===== src/rtl/ha_acc_pkg.sv =====
`default_nettype none
// -----------------------------------------------------------------------------
// ha_acc_pkg : shared widths, half-adder row record and row weighting function
// Revision   : 1.0
// -----------------------------------------------------------------------------
package ha_acc_pkg;

   localparam int ROWS = 4;
   localparam int TW   = 9;
   localparam int BW   = 7;
   localparam int PW   = 16;
   localparam int RW   = 10;
   localparam int PPW  = 13;

   typedef struct packed {
      logic [BW-1:0] b;
      logic [TW-1:0] t;
   } ha_row_t;

   // Carry bits sit one position above the sum bit of the same index.
   function automatic logic [RW-1:0] row_value(input ha_row_t row);
      return {1'b0, row.t} + {2'b00, row.b, 1'b0};
   endfunction

endpackage
`default_nettype wire


===== src/rtl/ha_row_merge.sv =====
`default_nettype none
// -----------------------------------------------------------------------------
// ha_row_merge : folds one half-adder row (sum + carry vectors) into its value
// Revision     : 1.0
// -----------------------------------------------------------------------------
module ha_row_merge
   import ha_acc_pkg::*;
(
   input  logic [BW-1:0] i_b,
   input  logic [TW-1:0] i_t,
   output logic [RW-1:0] o_r
);

   ha_row_t row_in;

   always_comb begin
      row_in.b = i_b;
      row_in.t = i_t;
      o_r      = row_value(row_in);
   end

endmodule
`default_nettype wire


===== src/rtl/ha_array_accumulator.sv =====
`default_nettype none
// -----------------------------------------------------------------------------
// ha_array_accumulator : two-stage valid/ready reduction of four HA rows to product
// Revision             : 1.0
// -----------------------------------------------------------------------------
module ha_array_accumulator #(
   parameter int ROWS = ha_acc_pkg::ROWS,
   parameter int TW   = ha_acc_pkg::TW,
   parameter int BW   = ha_acc_pkg::BW,
   parameter int PW   = ha_acc_pkg::PW
) (
   input  logic          clk,
   input  logic          rst_n,
   input  logic          in_valid,
   output logic          in_ready,
   input  logic [BW-1:0] ha_array_0_b,
   input  logic [TW-1:0] ha_array_0_t,
   input  logic [BW-1:0] ha_array_1_b,
   input  logic [TW-1:0] ha_array_1_t,
   input  logic [BW-1:0] ha_array_2_b,
   input  logic [TW-1:0] ha_array_2_t,
   input  logic [BW-1:0] ha_array_3_b,
   input  logic [TW-1:0] ha_array_3_t,
   output logic          out_valid,
   input  logic          out_ready,
   output logic [PW-1:0] product
);

   import ha_acc_pkg::RW;
   import ha_acc_pkg::PPW;

   logic [BW-1:0]  row_b   [ROWS];
   logic [TW-1:0]  row_t   [ROWS];
   logic [RW-1:0]  row_val [ROWS];

   logic           s2_adv;
   logic           s1_adv;
   logic           in_xfer;
   logic [PPW-1:0] p01_sum;
   logic [PPW-1:0] p23_sum;

   logic           s1_valid_d,  s1_valid_q;
   logic [PPW-1:0] p01_d,       p01_q;
   logic [PPW-1:0] p23_d,       p23_q;
   logic           out_valid_d, out_valid_q;
   logic [PW-1:0]  product_d,   product_q;

   always_comb begin
      row_b[0] = ha_array_0_b;
      row_t[0] = ha_array_0_t;
      row_b[1] = ha_array_1_b;
      row_t[1] = ha_array_1_t;
      row_b[2] = ha_array_2_b;
      row_t[2] = ha_array_2_t;
      row_b[3] = ha_array_3_b;
      row_t[3] = ha_array_3_t;
   end

   for (genvar gi = 0; gi < ROWS; gi++) begin : g_row
      ha_row_merge u_row_merge (
         .i_b (row_b[gi]),
         .i_t (row_t[gi]),
         .o_r (row_val[gi])
      );
   end

   // Odd rows sit two bit positions above their even partner.
   always_comb begin
      p01_sum = {3'b000, row_val[0]} + {1'b0, row_val[1], 2'b00};
      p23_sum = {3'b000, row_val[2]} + {1'b0, row_val[3], 2'b00};
   end

   assign s2_adv    = ~out_valid_q | out_ready;
   assign s1_adv    = ~s1_valid_q | s2_adv;
   assign in_xfer   = in_valid & s1_adv;
   assign in_ready  = s1_adv;
   assign out_valid = out_valid_q;
   assign product   = product_q;

   always_comb begin
      s1_valid_d = s1_valid_q;
      p01_d      = p01_q;
      p23_d      = p23_q;
      if (in_xfer) begin
         s1_valid_d = 1'b1;
         p01_d      = p01_sum;
         p23_d      = p23_sum;
      end else if (s1_adv) begin
         s1_valid_d = 1'b0;
      end
   end

   // Full product never exceeds 65025, so dropping the carry-out is exact.
   always_comb begin
      out_valid_d = out_valid_q;
      product_d   = product_q;
      if (s2_adv) begin
         out_valid_d = s1_valid_q;
         product_d   = PW'({4'b0000, p01_q} + {p23_q, 4'b0000});
      end
   end

   always_ff @(posedge clk or negedge rst_n) begin
      if (!rst_n) begin
         s1_valid_q  <= 1'b0;
         p01_q       <= '0;
         p23_q       <= '0;
         out_valid_q <= 1'b0;
         product_q   <= '0;
      end else begin
         s1_valid_q  <= s1_valid_d;
         p01_q       <= p01_d;
         p23_q       <= p23_d;
         out_valid_q <= out_valid_d;
         product_q   <= product_d;
      end
   end

endmodule
`default_nettype wire


===== config.mk =====
export PLATFORM = sky130hd
export DESIGN_NAME = ha_array_accumulator
export DESIGN_NICKNAME = d
export VERILOG_FILES = /design/src/rtl/ha_acc_pkg.sv /design/src/rtl/ha_row_merge.sv /design/src/rtl/ha_array_accumulator.sv
export SDC_FILE = /design/constraint.sdc
export NUM_CORES = 1
export LEC_CHECK = 0
export ABC_AREA = 0
export CORE_MARGIN = 4
export CORE_UTILIZATION = 51
export DETAILED_ROUTE_END_ITERATION = 12
export PLACE_DENSITY = 0.91
export SLEW_MARGIN = 20
export SYNTH_ARGS = -nofsm -noshare
export SYNTH_HDL_FRONTEND = slang
export SYNTH_SLANG_ARGS = --single-unit

===== constraint.sdc =====
create_clock -name clk -period 3.5 [get_ports clk]
set_clock_uncertainty 0.15 [all_clocks]
set_input_delay 0.35 -clock clk [delete_from_list [all_inputs] [get_ports clk]]
set_output_delay 0.35 -clock clk [all_outputs]
set_load 0.02 [all_outputs]

; ---- After elaboration in Yosys (flattened, before gate mapping)
; Cells that the tools add are included.
[word_totals]
ff_bits = 43
inputBits = 68
output_inout_bits = 18
[classes]
add_sub_neg = 7
n_mux = 2
bitwise_logic = 5
n_reduce_logical = 1
[op_table]
columns = operator, n
row1 = adder 9 x 8 -> 10 bit, 4
row2 = adder 13 x 16 -> 16 bit, 1
row3 = adder 10 x 12 -> 13 bit, 1
row4 = adder 10 x 12 -> 12 bit, 1
row5 = two-way mux 1 bit, 2
row6 = NOT 1 bit, 2
row7 = bitwise OR 1 bit, 2
row8 = nonzero test 2 bit, 1
row9 = AND 1 bit, 1

; ---- Logic depth before layout (Yosys ltp)
; Gate-level depths: netlist of run 1.
[depth]
ltp_word = 5
ltp_mapped = 15
ltp_nobuf = 15

; ---- Cells and area by module
; Synthesis of run 1 repeated with hierarchy kept, for this count alone.
[hier_totals]
hier_cells = 460
hier_area_um2 = 4031.4
[modules_own_cells]
columns = mod, instances, cells_per_inst, area_per_inst_um2, seq_area_each_um2
row1 = ha_array_accumulator, 1, 288, 2750.1, 1076.0
row2 = ha_row_merge, 4, 43, 320.3, 0.0

; ---- Worst setup path before layout of run 1
; OpenSTA, ideal clock, no wires.
[synth_timing]
path_type = input to register
from = input ha_array_1_b[0]
to = register p01_q[11]
setup_time_ns = 0.121
t_arrival_ns = 3.059
setup_slack_ns = 0.170
path_stages = 14
path_cell_list = ha_1 -> inv_1 -> fa_1 -> nor2b_1 -> o21a_1 -> nor2_1 -> xnor2_1 -> fa_1 -> ha_1 -> o21a_1 -> o31ai_1 -> a211oi_1 -> mux2_4 -> a22o_1
[synth_via]
elab_chain_cells = 2
[synth_rtl]
columns = item, line_no
row1 = start: declaration, ha_array_accumulator.sv:18  ; input logic [BW-1:0] ha_array_1_b,
row2 = adder 9 x 8 -> 10 bit, ha_acc_pkg.sv:22  ; return {1'b0, row.t} + {2'b00, row.b, 1'b0};
row3 = adder 10 x 12 -> 13 bit, ha_array_accumulator.sv:69  ; p01_sum = {3'b000, row_val[0]} + {1'b0, row_val[1], 2'b00};
row4 = end signal: assignment, ha_array_accumulator.sv:112  ; p01_q <= p01_d;
row5 = end: declaration, ha_array_accumulator.sv:43  ; logic [PPW-1:0] p01_d, p01_q;
; No other way between the ends.
; A chain may end at the register's enable or synchronous reset.

; ---- Final worst setup path of run 1
[layout_timing]
from = input ha_array_1_b[1]
to = register p01_q[11]
; The elaborated chain is that of the path after synthesis.

==> impl_results.md, run 1 <==
- PwrDens: 599.4 nW/µm²
- Share of layout cells above drive strength 1: around 23%
- Number of vias per cell: between 5 and 6
- Total gr overflow: 0
- Fin area: 5185 µm²
- FMAX: approximately 290 MHz
- Top area cells in the synthesized netlist: dfrtp_1 (31%), ha_1 (15%), fa_1 (9.7%), nand2_1 (5.2%), o21ai_0 (4.3%)
- Synth Warn #: 0
- # DRC: 0
- Worst Path Required: about 3.5 ns
- Core Area: 6756 µm²
- IO Port Bufs: 85
- CP startpoint kind: input pin
- Die area: between 8000 and 9000 µm²
- Antenna Violating Nets Remaining: 0
- Top cell type's share of synthesized area: between 30% and 40%
- Synthesized cell area: roughly 3500 µm²
- Per-cell routed wire length: between 15 and 20 µm
- CTS clk-pin slew, worst paths: 0.08 ns
- Detailed Place HPWL: just under 7 mm
- Average cell area after synthesis: about 9.6 µm²
- Commonest cells after routing, fill and taps aside: clkdlybuf4s50_1 (74), buf_4 (57), nand2_1 (49)
- 1st-iter DRT viols: around 160
- Worst reg2reg path endpoint: product[15]
- Asr flop ratio synth: 100.0%
- Largest net degree at the start of global routing: 44
- ANT cells: 0
- Routed via count: approximately 3300
- Number of synthesized flops with an enable pin: 0
- Status: completed
- Max VDD drop: roughly 0.27 mV
- Least-Margin Pin Slew: between 0.9 and 1 ns
- Final worst-path cycle share: a little over nine tenths
- Finish-stage setup viols: 0
- CP endpoint kind: register
- Die height: around 91 µm
- Post-Syn Nets: between 400 and 500
- Fin. Hold Viols: 0
- Total Routing Usage GR: 22.33%
- CP Class: input pin to register
- Starting Density: between 50% and 60%
- Number of global-route vias before repair: around 3400
- Fillers: just over 400
- Worst setup margin: approximately 0.037 ns
- CTS tree: built
- Initial antenna violation count: 0
- Num CTS Buffers: 5
- Die X: 91.13 µm
- Ports: 86
- LEAKAGE: 2.373 nW
- Place WS: -0.6337 ns
- Post-Route WL: around 10 mm
- Register area share after synthesis: between 30 and 40%
- Setup crit start: ha_array_1_b[1]
- Area grow syn2layout: 47.11%
- Rows: 30
- Slew Limit Fails: 0
- Post-layout nets: 639
- Clock sink count: between 40 and 50
- Crit-path cells: dlygate4sd2_1, inv_2, fa_2, buf_4, xnor2_1, fa_1, ha_1, o21ai_0, nor2_2, o31ai_4, a211oi_2, mux2_4, a22o_1
- DP Area: between 4000 and 5000 µm²
- Fin crit period: 3.463 ns
- Yosys cell types: 44
- Worst R2R Start: p01_q[5]
- Slowest Stage Delay on Critical Path: ~0.47 ns
- H-Tree Depth: 2
- CTS Buffer Depth: 2
- Cells on worst reg2reg path: 8
- CP Max Fanout: 3
- Commonest non-fill, non-tap cell in the layout: clkdlybuf4s50_1
- Hold crit path type: input pin to async pin
- Critical Path AT: roughly 3.5 ns
- Fin Hold WS: between 0.03 and 0.04 ns
- Most used DFF post-synth: dfrtp_1
- RePlAce Congestion: around 0.8
- Root buffer cell: clkbuf_8
- Max-Cap Viols: 0
- 1st-pass router iterations: 4
- Synth area leader: dfrtp_1
- Reg-to-reg setup timing slack: approximately 1.1 ns
- FF+latch count, synth: 43
- First-pass GRT wire length: 15.17 mm
- Clock latency on the worst-skew pair: 0.29 ns
- Cells after Synth: ~370
- Slew headroom: a little under 40%
- Critical path's slowest cell: fa_1
[critical path, delay by kind of cell]
family                     cells  cell delay, ns
buffers and inverters          3            0.46
adders and majority gates      3            1.22
xor gates and xnor gates       1            0.20
and+or+nand+nor                1            0.20
AOI/OAI and AO/OA              4            0.72
muxes                          1            0.34
[cell usage after synthesis (2+ instances only)]
master,n
nand2b_1,10
nand2_1,49
inv_1,21
o21ai_0,30
fa_1,17
o31ai_1,6
ha_1,43
o21ai_1,2
dfrtp_1,43
o21a_1,9
nor3_1,7
buf_2,2
o211ai_1,3
nor2_1,20
xor2_1,11
nor2b_1,6
clkbuf_1,5
xnor2_1,15
a211oi_1,5
a21bo_2,2
a21oi_1,25
mux2_2,8
o31a_1,2
a21o_1,6
a31oi_1,3
[registers in the layout (all words and copies together), names as in the netlist]
name,flops
out_valid,1
p01_q,13
p23_q,12
product,16
s1_valid_q,1
[power breakdown]
part / leakage (nW) / internal (mW) / switching [mW] / total (mW)
combinational: 1.81 / 0.975 / 0.981 / 1.96
sequential: 0.514 / 0.685 / 0.124 / 0.809
clock: 0.0515 / 0.180 / 0.163 / 0.343
[routing by layer]
| metal | global-route usage [%] | share of wire, % | up-vias |
|---|---|---|---|
| met5 | 0 | 0 | - |
| met4 | 12.06 | 4.8 | 0 |
| met1 | 23.99 | 37 | 1586 |
| li1 | - | - | 1589 |
| met3 | 2.983 | 4.5 | 38 |
| met2 | 41.88 | 54 | 133 |
[kinds of logic (layout without fill, tap and decap cells)]
logic type,count (synthesis),count (layout),share of synthesized area [%]
flops,43,43,30.53
mux,9,9,2.982
xor+xnor,26,26,6.461
simple gates,99,99,12.57
buf+inv,28,171,3.053
fa+ha+maj,60,60,24.92
compound gates,104,104,19.49
[how the worst max path moves through the flow]
stage	end	slack (ns)
finish	p01_q[11]	0.04
global route	p01_q[11]	-0.05
CTS	p01_q[11]	-0.008
detailed placement	p01_q[11]	-0.63
global placement	p01_q[11]	-0.39
floorplan	p01_q[11]	0.17
[stage by stage]
stage | power (mW) | util (%) | TNS, ns | cells
after floorplan | 1.870 | - | 0 | 369
after global placement | 2.388 | 69.41 | -2.059 | 560
after detailed placement | 2.505 | 69.41 | -3.527 | 560
after CTS | 2.959 | 74.43 | -0.008151 | 590
after global routing | 3.318 | 76.74 | -0.09533 | 592
final | 3.108 | 76.74 | 0 | 592
[cell type report]
| type | instances | area (µm²) | area share [%] |
|---|---|---|---|
| Inverter | 21 | 78.83 | 1.520 |
| Sequential cell | 43 | 1076 | 20.75 |
| Tap cell | 80 | 100.1 | 1.931 |
| Multi-Input combinational cell | 298 | 2554 | 49.25 |
| Timing Repair Buffer | 142 | 1276 | 24.61 |
| Clock buffer | 8 | 100.1 | 1.931 |
[timing repair]
action | 4_1_cts | 5_1_grt
gates resized for setup | 23 | 38
pin swaps | 12 | 36
endpoints found under the setup margin | 6 | 8
hold buffers | 0 | 0
setup buffers | 22 | 3
No activity file was read; power rests on OpenSTA's default activity.
==> run 2: changes to the inputs <==
--- a/config.mk
+++ b/config.mk
@@ -10,7 +10,6 @@
 export CORE_UTILIZATION = 51
 export DETAILED_ROUTE_END_ITERATION = 12
 export PLACE_DENSITY = 0.91
-export SLEW_MARGIN = 20
 export SYNTH_ARGS = -nofsm -noshare
 export SYNTH_HDL_FRONTEND = slang
 export SYNTH_SLANG_ARGS = --single-unit
==> results of run 2 <==
Same layout as run 1: the final DEF is identical, and so are final timing and power.
